File: src/rtl/shift_reg_framer_pkg.sv
// Shared types and constants for the serial shift-register framer.
package shift_reg_framer_pkg;

    localparam int BYTE_W = 8;

    typedef enum logic [1:0] {
        IDLE   = 2'd0,
        SHIFT  = 2'd1,
        PARITY = 2'd2
    } state_t;

    // Width of a byte selector for a WIDTH-bit word, never narrower than 1 bit.
    function automatic int calc_sel_w(input int width);
        int n;
        n = width / BYTE_W;
        return (n <= 1) ? 1 : $clog2(n);
    endfunction

endpackage

File: src/rtl/framer_byte_mux.sv
// Combinational slice select of a wide word onto a narrow output; out-of-range selects give 0.
module framer_byte_mux #(
    parameter int IN_W  = 32,
    parameter int OUT_W = 8,
    parameter int SEL_W = 2
) (
    input  logic [IN_W-1:0]  word,
    input  logic [SEL_W-1:0] sel,
    output logic [OUT_W-1:0] slice
);

    localparam int N = IN_W / OUT_W;

    always_comb begin
        slice = '0;
        for (int i = 0; i < N; i++) begin
            if (sel == SEL_W'(i)) slice = word[i*OUT_W +: OUT_W];
        end
    end

endmodule

File: src/rtl/shift_reg_framer.sv
// Serial-in framer: shifts bits into WIDTH-bit frames and hands them off via a shadow register.
// Optional trailing even-parity bit per frame when SHIFT_REG_FRAMER_PARITY_EN is defined.
module shift_reg_framer
    import shift_reg_framer_pkg::*;
#(
    parameter int WIDTH = 32,
    parameter int CNT_W = $clog2(WIDTH + 1),
    parameter int SEL_W = calc_sel_w(WIDTH)
) (
    input  logic              clk,
    input  logic              reset,
    input  logic              data_in,
    input  logic              en,
    input  logic              dir,
    input  logic              clr,
    input  logic              word_ack,
    input  logic [SEL_W-1:0]  byte_sel,
    output logic [BYTE_W-1:0] data_out,
    output logic [WIDTH-1:0]  word_out,
    output logic              word_valid,
    output logic              overrun,
`ifdef SHIFT_REG_FRAMER_PARITY_EN
    output logic              parity_err,
`endif
    output logic              busy
);

`ifdef SHIFT_REG_FRAMER_PARITY_EN
    localparam state_t DONE_ST = PARITY;
`else
    localparam state_t DONE_ST = IDLE;
`endif

    state_t           state, state_nxt;
    logic [CNT_W-1:0] cnt, cnt_nxt;
    logic [WIDTH-1:0] sreg, shadow, shift_val, frame;
    logic             do_shift, last_bit, commit;

    always_comb begin
        shift_val = dir ? {data_in, sreg[WIDTH-1:1]} : {sreg[WIDTH-2:0], data_in};
        do_shift  = en && !clr && (state != PARITY);
        last_bit  = do_shift && (cnt == CNT_W'(WIDTH - 1));
`ifdef SHIFT_REG_FRAMER_PARITY_EN
        // Frame already sits in sreg; this cycle's data_in is the parity bit.
        commit    = en && !clr && (state == PARITY);
        frame     = sreg;
`else
        commit    = last_bit;
        frame     = shift_val;
`endif
        state_nxt = state;
        cnt_nxt   = cnt;
        if (clr) begin
            state_nxt = IDLE;
            cnt_nxt   = '0;
        end else if (do_shift) begin
            if (last_bit) begin
                state_nxt = DONE_ST;
                cnt_nxt   = '0;
            end else begin
                state_nxt = SHIFT;
                cnt_nxt   = cnt + 1'b1;
            end
        end else if (commit) begin
            state_nxt = IDLE;
        end
    end

    always_ff @(posedge clk or posedge reset) begin
        if (reset) begin
            state      <= IDLE;
            cnt        <= '0;
            sreg       <= '0;
            shadow     <= '0;
            word_valid <= 1'b0;
            overrun    <= 1'b0;
`ifdef SHIFT_REG_FRAMER_PARITY_EN
            parity_err <= 1'b0;
`endif
        end else begin
            state <= state_nxt;
            cnt   <= cnt_nxt;
            if (do_shift) sreg <= shift_val;
            // An ack in the completion cycle frees the shadow for the new frame.
            if (commit) begin
                if (word_valid && !word_ack) begin
                    overrun <= 1'b1;
                end else begin
                    shadow     <= frame;
                    word_valid <= 1'b1;
                end
            end else if (word_ack) begin
                word_valid <= 1'b0;
            end
`ifdef SHIFT_REG_FRAMER_PARITY_EN
            if (commit) parity_err <= (^sreg) ^ data_in;
`endif
        end
    end

    assign word_out = shadow;
    assign busy     = (state == SHIFT) || (state == PARITY);

    framer_byte_mux #(
        .IN_W (WIDTH),
        .OUT_W(BYTE_W),
        .SEL_W(SEL_W)
    ) u_byte_mux (
        .word (shadow),
        .sel  (byte_sel),
        .slice(data_out)
    );

endmodule

File: config.mk
export PLATFORM = sky130hd
export DESIGN_NAME = shift_reg_framer
export DESIGN_NICKNAME = d
export VERILOG_FILES = /design/src/rtl/shift_reg_framer_pkg.sv /design/src/rtl/framer_byte_mux.sv /design/src/rtl/shift_reg_framer.sv
export SDC_FILE = /design/constraint.sdc
export NUM_CORES = 1
export LEC_CHECK = 0
export ABC_AREA = 1
export CORE_MARGIN = 5
export CORE_UTILIZATION = 58
export CTS_CLUSTER_SIZE = 16
export DETAILED_ROUTE_END_ITERATION = 16
export HOLD_SLACK_MARGIN = 0.05
export PLACE_DENSITY = 0.84
export SYNTH_ARGS = -nofsm -noshare
export SYNTH_HDL_FRONTEND = slang
export SYNTH_SLANG_ARGS = --single-unit
export TNS_END_PERCENT = 30
File: constraint.sdc
create_clock -name clk -period 4.4 [get_ports clk]
set_clock_uncertainty 0.15 [all_clocks]
set_input_delay 0.66 -clock clk [delete_from_list [all_inputs] [get_ports clk]]
set_output_delay 0.66 -clock clk [all_outputs]
set_load 0.02 [all_outputs]
## After elaboration in Yosys (flattened, before gate mapping)

Cells that the tools add are included.

- Word-level logic and storage cells: 45
- Register bits: 74
- Output and inout port bits: 43

- Reductions and logical operators: 14
- Bitwise operators: 1
- Add/sub/neg operators: 1
- Muxes and demuxes: 15
- Equal/unequal tests: 8

Operators with widths:

| kind | count |
|---|---|
| 2-to-1 mux 32 bit | 1 |
| 2-to-1 mux 8 bit | 4 |
| 2-to-1 mux 6 bit | 3 |
| adder 6 x 1 -> 6 bit, second input constant | 1 |
| equality test 2 bit, second input constant | 3 |
| equality test 6 x 5 -> 1 bit, second input constant | 1 |
| 2-to-1 mux 2 bit | 3 |
| AND reduction 2 bit | 3 |
| equality test 2 x 1 -> 1 bit, second input constant | 2 |
| logical AND 1 bit | 4 |
| 2-to-1 mux 1 bit | 4 |
| inequality test 2 bit, second input constant | 2 |
| nonzero test 2 bit | 2 |
| nonzero test 3 bit | 1 |
| zero test 1 bit | 2 |
| zero test 2 bit | 1 |
| logical OR 1 bit | 1 |
| inverter 1 bit | 1 |

## Longest topological paths before layout

- Depth in word-level cells: 7
- Depth in mapped cells: 7
- Mapped depth without buffers: 6

## By module

From an unflattened synthesis, not the netlist that was laid out.

- Cell total of the unflattened synthesis: 448
- Area, all modules: 3603.5 um^2

Modules (own cells, without submodules):

| module | cells an instance | instances | area an instance (um^2) |
|---|---|---|---|
| shift_reg_framer | 401 | 1 | 3339.5 |
| framer_byte_mux | 47 | 1 | 264.0 |

## Worst setup path before layout

Ideal clock, no wire load.

- Path kind: input to output
- Start: input port byte_sel[0]
- End: output port data_out[0]
- Required time: 3.590 ns
- Stages: 4
- Path buffers: 0
- Arrival time: 1.249 ns
- Slack: 2.341 ns
- Path through: inv_1 -> nor2_1 -> nand2_1 -> nand4_1

- Longest elaborated chain between the ends: 5

Ends and longest elaborated chain:

| item | line | source |
|---|---|---|
| start: declaration | shift_reg_framer.sv:17 | `input logic [SEL_W-1:0] byte_sel,` |
| zero test 2 bit | framer_byte_mux.sv:17 | `if (sel == SEL_W'(i)) slice = word[i*OUT_W +: OUT_W];` |
| 2-to-1 mux 8 bit (3 in series) | framer_byte_mux.sv:17 |  |
| 2-to-1 mux 8 bit (*) | framer_byte_mux.sv:17 |  |
| end: declaration | shift_reg_framer.sv:18 | `output logic [BYTE_W-1:0] data_out,` |

Mark *: on every way between the ends. The rest lies on a longest branch, timed or not.

## Final worst setup path

- Start: input port byte_sel[0]
- End: output port data_out[2]

The elaborated chain is that of the path after synthesis.

==> impl_metrics.env <==
export IMPL_first_pass_iters=5
export IMPL_drtAntennaViolNets=0
export IMPL_layout_commonest_cell="nand2_1"
export IMPL_cp_max_fo=8
export IMPL_core_sq_um=5956
export IMPL_ys_types=21
export IMPL_worst_setup_path_start_kind="primary input"
export IMPL_endpoint_kind="output pin"
export IMPL_io_pins=52
export IMPL_cts_root_buf="clkbuf_8"
export IMPL_syn_nets=459
export IMPL_setup_slack_ps=1089
export IMPL_drive_above_1_share_pct=5.263
export IMPL_cts_buffers_inserted=9
export IMPL_n_fill_cell=485
export IMPL_slowest_delay_ps=620
export IMPL_final_cell_mix="183 x nand2_1, 73 x dfrtp_1, 51 x o21ai_0, 51 x clkdlybuf4s50_1, 40 x nand4_1"
export IMPL_required_ps=3590
export IMPL_syn_to_final_growth_pct=19.16
export IMPL_grt_pass1_vias=3038
export IMPL_insertion_delay_ps=350
export IMPL_period_needed_ps=3311
export IMPL_hold_class="reg -> reg"
export IMPL_syn_avg_cell_area_sq_um=7.911
export IMPL_die_area_sq_um=7790
export IMPL_ys_ff_latch=73
export IMPL_drv_cap=0
export IMPL_status="completed"
export IMPL_crit_chain="clkdlybuf4s50_1, inv_1, nor2_1, nand2_1, nand4_1, clkdlybuf4s50_1"
export IMPL_wire_per_inst_microns=15.47
export IMPL_p_per_area_nw_per_um2=344.0
export IMPL_die_x_microns=88.26
export IMPL_cts_tree="built"
export IMPL_finalCritPeriodShare_pct=75.24
export IMPL_final_net_count=500
export IMPL_gp_congestion=0.8437
export IMPL_rows=28
export IMPL_slowest_stage="clkdlybuf4s50_1"
export IMPL_post_cts_resize_count=0
export IMPL_cts_path_max_buffers=2
export IMPL_grt_pass1_wl_microns=14750
export IMPL_fp_dieH_microns=88.26
export IMPL_fmax_mhz=302.1
export IMPL_clk_pin_slew_ps=80
export IMPL_drcViolationCount=0
export IMPL_hpwl_microns=6096
export IMPL_worst_pin_slew_ps=953.6
export IMPL_vias=3215
export IMPL_leakagePower_nw=2.041
export IMPL_antennaDiodeCount=0
export IMPL_start_util_pct=59.64
export IMPL_dp_slack_ps=1111
export IMPL_grt_antenna_before_repair=0
export IMPL_ys_warn_count=0
export IMPL_crit_top_cell="clkdlybuf4s50_1"
export IMPL_drtIter0Drc=222
export IMPL_grt_max_degree=65
export IMPL_yosysSeqAreaShare_pct=51.43
export IMPL_setup_viol=0
export IMPL_avgViaCountPerCell=5.650
export IMPL_finalWirelength_microns=8801
export IMPL_grt_total_usage_pct=24.76
export IMPL_crit_type="in -> out"
export IMPL_setup_tns_ps=0
export IMPL_grt_remaining_overflow=0
export IMPL_slew_headroom_pct=36.34
export IMPL_ctsHoldBuffers=0
export IMPL_cts_setup_buffers=0
export IMPL_htreeDepth=3
export IMPL_final_max_slew_viol_count=0
export IMPL_synthCells=449
export IMPL_portBuffers=51
export IMPL_ir_drop_mv=0.2760
export IMPL_crit_arrival_ps=2500
export IMPL_syn_area_sq_um=3552
export IMPL_cts_sinks=73
export IMPL_grt_setup_unrepaired="no"
export IMPL_finalHoldViolCount=0
[logic make-up after synthesis]
group,Yosys count,share of synthesized area [%]
AO/OA/AOI/OAI,70,10.11
XOR/XNOR,1,0.2466
adder cells (fa/ha/maj),1,0.3522
buffers and inverters,68,8.806
flip-flops,73,51.43
AND/OR/NAND/NOR,236,29.06
[critical path, delay by kind of cell]
kind / cells / cell delay [ps]
AND/OR/NAND/NOR: 3 / 650
buffers and inverters: 3 / 1190
[synthesized netlist by cell type]
cell type,instances,area share (%)
nand2_1,183,19
dfrtp_1,73,51
o21ai_0,51,7.2
inv_1,40,4.2
nand4_1,40,7.0
o21ai_1,15,2.1
buf_2,9,1.3
nor2_1,8,0.85
clkbuf_1,7,0.74
buf_4,6,1.3
buf_6,3,0.95
inv_2,2,0.21
nand3_1,2,0.28
nand3_4,2,0.99
o21bai_1,2,0.42
a21oi_1,1,0.14
a22o_1,1,0.25
clkbuf_2,1,0.14
ha_1,1,0.35
nor2_8,1,0.56
xnor2_1,1,0.25
[per-stage QoR]
stage	utilization [%]	hold slack [ps]	instance area [sq um]	instances	power (mW)
3_5_place_dp	67.82	314.0	4039	554	0.9411
5_1_grt	71.07	365.0	4233	569	1.529
4_1_cts	71.07	335.0	4233	569	1.458
2_1_floorplan	-	298.8	3552	449	0.8935
6_report	71.07	330.5	4233	569	1.456
3_3_place_gp	67.82	311.2	4039	554	0.9315
[power by group]
part,internal (mW),switching [mW]
registers,0.726,0.0303
logic,0.0552,0.120
clock network,0.273,0.252
total,1.05,0.402
[metal layers]
metal / global-route usage [%] / share of wire, %
met1: 33.64 / 45
met5: 0 / 0
met2: 38.75 / 48
met3: 5.214 / 5.1
met4: 10.58 / 2.6
[worst paths after layout]
path                       cells past startpoint      endpoint  slack, ps        start
setup / recovery                               6   data_out[2]       1090  byte_sel[0]
hold / removal                                 1       overrun        330      overrun
setup reg to reg                               6  word_out[20]       2220       cnt[0]
hold reg to reg                                1       overrun        330      overrun
max in group asynchronous                      3      sreg[10]       2630        reset
min in group asynchronous                      2      sreg[25]        690        reset
[final cells by class]
| class | count | area (sq um) | share of cell area (%) |
|---|---|---|---|
| clock buffers | 10 | 137.6 | 3.252 |
| clock inverters | 5 | 56.30 | 1.330 |
| inverters | 42 | 157.7 | 3.724 |
| multi-input cells | 308 | 1413 | 33.37 |
| flip-flops and latches | 73 | 1827 | 43.16 |
| well taps | 75 | 93.84 | 2.217 |
| repair buffers | 56 | 548.0 | 12.95 |
[sequential cells by signal (all words and copies together), names as in the netlist]
register,flops
state,1
word_valid,1
overrun,1
sreg,32
cnt,6
word_out,32
Note: power is estimated with default switching activity, not from simulation.
==> variant 1, RTL diff (same flow settings) <==
Build with the macro `SHIFT_REG_FRAMER_PARITY_EN` defined.
--- a/src/rtl/shift_reg_framer.sv
+++ b/src/rtl/shift_reg_framer.sv
@@ -1,5 +1,7 @@
 // Serial-in framer: shifts bits into WIDTH-bit frames and hands them off via a shadow register.
 // Optional trailing even-parity bit per frame when SHIFT_REG_FRAMER_PARITY_EN is defined.
+`define SHIFT_REG_FRAMER_PARITY_EN
+
 module shift_reg_framer
     import shift_reg_framer_pkg::*;
 #(
Formal check against the unedited RTL (old outputs only; new: parity_err): no difference found for any inputs over 10 cycles, from zero or initial values and one cycle with reset high; that may be too few to reach the edited logic, so the function may still have changed.
==> variant 1 against the original RTL <==
  * Critical path depth is 1 lower
  * First-iteration DRC count grew 4.1%
  * Register-to-register slack improved by 0.15 ns
  * Final area up 9.9%
  * Sequential share of layout area decreased by 2.8 points
  * Die area rose by 10%
  * Wire length up 5.5%
  * Final cell count rose by 15%
  * Sequential cell count is 2 higher
  * Highest routed layer unchanged
  * Worst setup slack worse by 0.24 ns
  * Count of clock-buffer cells in the layout grew 1
  * Synthesized area up 11%
  * Utilization shrank 1.8 points
Power is not compared: it rests on default switching activity, and its combinational part moved more than twofold at a synthesized area within 25%.
==> variant 1: results (changes against the original RTL) <==
The met2 usage in global routing is 37.95% (-0.80 points). The non-clock buffer instance count of the final layout is 54 (-3.6%). The portion of the layout cell area used by clock cells came out at 3.577% (-1.0 points). The worst relative slew slack came out at 28.78% (-7.6 points). The total nets after synthesis is 538 (+17%). The endpoint identified for the worst register-to-register timing path is word_out[7]. The final net count was 582 (+16%). The number of multi-input logic gates is 376 (+22%). The via density per instance is 5.595 (-0.98%).

The number of enable-type register cells in the synthesized netlist came to 0 (unchanged). The fraction of the yosys area taken by sequential cells came out at 47.39% (-4.0 points). The path class of the lowest-slack min-delay path is reg -> reg. The count of inverters not on the clock network in the layout came out at 55 (+31%). The area occupied by registers came to 1877 um2 (+2.7%).

The number of clock sinks came out at 75 (+2.7%). The total half-perimeter wirelength after legalization and detailed placement came to 6843 um (+12%). The critical-path maximum fanout is 11 (+3).

The non-clock buffer share of cell area is 11.40% (-1.5 points). The via count of the first global-routing pass came out at 3438 (+13%). The layout clock buffer count was 11 (+1).

The average wire length per cell after detail routing is 14.20 um (-8.2%). The mean instance size in the synthesized netlist came out at 7.514 um2 (-5.0%). The slack of the worst reg-to-reg path was 2.37 ns (+0.15 ns). The global-route met1 utilization came out at 29.66% (-4.0 points). By area the synthesized netlist is led by dfrtp_1 47%, nand2_1 20%, o21ai_0 6.7%. The area taken by multi-input logic gates came out at 1772 um2 (+25%). The count of distinct cell types in the synthesized netlist came out at 28 (+33%). The worst supply voltage drop on vdd is 0.0001882 V. The routed wire length on met3 is 583 um (+30%).

The count of cells along the worst register-to-register path came out at 5 (-1). The met3 usage in global routing is 5.930% (+0.72 points). The cell count after placement came to 640 (+16%). The length of routed wiring on met1 came out at 4084 um (+3.9%). The flow ran to the end, and the final reports show no timing, DRC or antenna violations. In this run the critical register-to-register path is launched from state[1].

The first-pass GRT wire length is 15820 um (+7.2%). The data arrival time of the worst path is 2.74 ns (+0.24 ns). The number of DRC violations after detailed-routing iteration 0 came out at 231 (+4.1%). The global router's overall resource usage came to 23.09% (-1.7 points). The maximum cell stage delay along the critical path is 0.64 ns (+0.02 ns). The layout filler cell count is 544 (+12%). Sorting the synthesized cells by how often they occur yields 214 x nand2_1, 75 x dfrtp_1, 53 x o21ai_0. The met2 wire length was 4392 um (+4.7%). The final weighted congestion in routability-driven placement came to 0.8489 (+0.62%).

The proportion of layout cells with a drive suffix above 1 is 4.878% (-0.39 points). The share of synthesized cell area in full adder, half adder and majority cells came out at 0.6319% (+0.28 points).
variant 1: cell count changes in the layout (fill, tap and decap cells not counted), sizes merged, moves of 3 or more:
cell	before	now
a221oi	0	8
inv	42	55
o21ai	66	69
nand4	40	0
nand2	183	217
xor2	0	4
a21oi	1	8
nor2	9	16
nand3	4	10
o211ai	0	31
variant 1: worst max path at each step:
stage	slack, ns	cells after the start	endpoint
floorplan	1.68	1	cnt[0]
global placement	1.02	5	data_out[0]
detailed placement	0.91	5	data_out[6]
CTS	0.90	5	data_out[6]
global route	0.73	5	data_out[1]
finish	0.85	5	data_out[6]
variant 1: per-stage QoR:
stage	hold WS, ns	area [um2]	setup slack (ns)
floorplan	0.3290	3960	1.680
global placement	0.3119	4486	1.025
detailed placement	0.3151	4486	0.9050
CTS	0.3358	4652	0.8963
global route	0.3473	4652	0.7341
finish	0.3335	4652	0.8516
variant 1: power by group:
group	internal, mW	switching, mW
logic	0.137	0.272
clock network	0.226	0.237
registers	0.743	0.0555
==> variant 2, RTL diff (same flow settings) <==
Made on the original files. Reset style: synchronous (`reset`), changed in one clocked block.
--- a/src/rtl/shift_reg_framer.sv
+++ b/src/rtl/shift_reg_framer.sv
@@ -66,7 +66,7 @@
         end
     end
 
-    always_ff @(posedge clk or posedge reset) begin
+    always_ff @(posedge clk) begin
         if (reset) begin
             state      <= IDLE;
             cnt        <= '0;
Behaviour: differs if reset is asserted again (counterexample within 4 cycles, from zero or initial values and one cycle with reset high); with reset held inactive, the same outputs for 10 cycles.
==> variant 2 against the original RTL <==
  * Power decreased by 6.0%
  * Final area decreased by 4.0%
  * Wire length decreased by 5.3%
  * Sequential power decreased by 8.7%
  * First-iteration DRC count increased by 26%
  * Worst setup slack improved by 0.079 ns
  * Via count increased by 1.0%
  * Sequential cell count unchanged
  * Synthesized area decreased by 4.3%
  * Critical endpoint is now data_out[0]
  * Largest cell class is now multi-input combinational cells
==> variant 2: results (changes against the original RTL) <==
The worst register-to-register path ends at word_out[18]. The synthesized netlist cell count is 469 (+4.5%). The proportion of layout cells with a drive suffix above 1 was 5.697% (+0.43 points). The number of H-tree levels is 3 (unchanged). The data arrival time of the worst path is 2.42 ns (-0.08 ns). The critical-path maximum fanout is 8 (unchanged). The via count of the first global-routing pass came out at 2894 (-4.7%). After synthesis, the cell types taking the most area are dfxtp_1 43%, nand2_1 11%, inv_1 6.3%. The count of distinct cell types in the synthesized netlist is 29 (+38%). The fraction of the yosys area taken by sequential cells came to 42.97% (-8.5 points).

The design internal power is 1.033 mW (-2.0%). By count the netlist is led by 99 x nand2_1, 73 x dfxtp_1, 57 x inv_1. The startpoint identified for the worst hold timing path is sreg[7]. The slew at the pin closest to its max-slew limit is 0.6905 ns (-0.2630 ns). In the synthesized netlist the dominant register cell turns out to be dfxtp_1. The later-pin clock latency in the skew report is between 0.3 and 0.4 ns. The total half-perimeter wirelength after legalization and detailed placement came out at 5768 um (-5.4%).

The maximum number of pins on one net before global-route repair is 63 (-3.1%). The hold-critical path depth is 2 (+1). For hold timing, the worst endpoint is sreg[7]. The average wire length per cell after detail routing is 14.34 um (-7.3%).

The startpoint identified for the worst register-to-register timing path is cnt[0]. The final weighted congestion in routability-driven placement is 0.9410 (+12%). The kind of cell adding the most delay to the critical path is buffers and inverters. The cell count after placement came out at 565 (+2.0%). The final net count came out at 514 (+2.8%). The run finished with clean final reports. The slack of the worst reg-to-reg path was 2.31 ns (+0.09 ns). The layout filler cell count came to 488 (+0.62%). The worst supply voltage drop on vdd is 0.0002713 V (-1.7%).

The post-CTS repair timing setup buffer count came out at 0 (unchanged). The proportion of register bits with asynchronous set or reset after synthesis is 0% (-100 points). The first-pass GRT wire length is 13710 um (-7.1%). The count of vias placed by the detailed router came out at 3247 (+1.0%). The number of failing setup endpoints in the final timing report came out at 0 (unchanged). The number of DRC violations after detailed-routing iteration 0 is 280 (+26%).

The buffer levels on the longest clock path was 2 (unchanged). The global router's overall resource usage is 22.62% (-2.1 points). The leakage power total came out at 1.442 nW (-29%).

The total nets after synthesis was 479 (+4.4%). The wire length reported by the detailed router came out at 8331 um (-5.3%).
[variant 2: changes by cell type after synthesis, moves of 15 or more]
| cell | delta |
|---|---|
| nand2_1 | -84 |
| inv_1 | +17 |
| dfrtp_1 | -73 |
| o21ai_1 | -15 |
| nor2_1 | +39 |
| a21oi_1 | +39 |
| a211oi_1 | +26 |
| dfxtp_1 | +73 |
[variant 2: final cells by class]
cell class	instances	area share, %
timing repair buffer	56	13.37
clock buffer	9	3.049
tap	72	2.217
multi-input combinational	305	37.63
clock inverter	7	2.310
sequential	73	35.97
inverter	59	5.451
[variant 2: logic make-up (layout without fill, tap and decap cells)]
logic type                 after synthesis  in the layout  synth area share [%]
and+or+nand+nor                        190            190                 25.09
AOI/OAI and AO/OA                      114            114                 19.50
adders and majority gates                1              1                0.3679
DFF                                     73             73                 42.97
buffers and inverters                   91            131                 12.07
[variant 2: routing by layer]
layer  wire (um)  global-route usage (%)  vias up
met3         559                   4.183       19
li1            -                       -     1635
met5           0                       0        -
met2        3663                   33.87      116
met1        3942                   32.02     1477
met4         166                   9.207        0
[variant 2: how the worst max path moves through the flow]
stage                        to  cells past startpoint  slack [ns]         from
finish              data_out[0]                      6        1.17  byte_sel[1]
global route        data_out[1]                      6        1.03  byte_sel[1]
CTS                 data_out[5]                      6        1.16  byte_sel[1]
detailed placement  data_out[5]                      6        1.16  byte_sel[1]
global placement    data_out[5]                      6        1.18  byte_sel[1]
floorplan           data_out[0]                      4        2.31  byte_sel[1]
[variant 2: through the flow]
stage	setup slack [ns]	cell area [um2]	hold slack (ns)
2_1_floorplan	2.311	3401	0.2952
3_3_place_gp	1.180	3845	0.3118
3_5_place_dp	1.162	3845	0.3080
4_1_cts	1.163	4063	0.3290
5_1_grt	1.033	4063	0.3535
6_report	1.168	4063	0.3290
[variant 2: worst min-delay path: cells and delay by family, from the launching register on]
family	cells	cell delay (ns)
AOI/OAI and AO/OA	1	0.06
buffers and inverters	1	0.06
DFF	1	0.31
[variant 2: power by group through the flow]
stage               logic (mW)  registers [mW]  clock network (mW)
floorplan               0.0819           0.703                   0
global placement         0.103           0.704                   0
detailed placement       0.105           0.705                   0
CTS                      0.106           0.689               0.581
global route             0.121           0.692               0.613
finish                   0.107           0.690               0.572
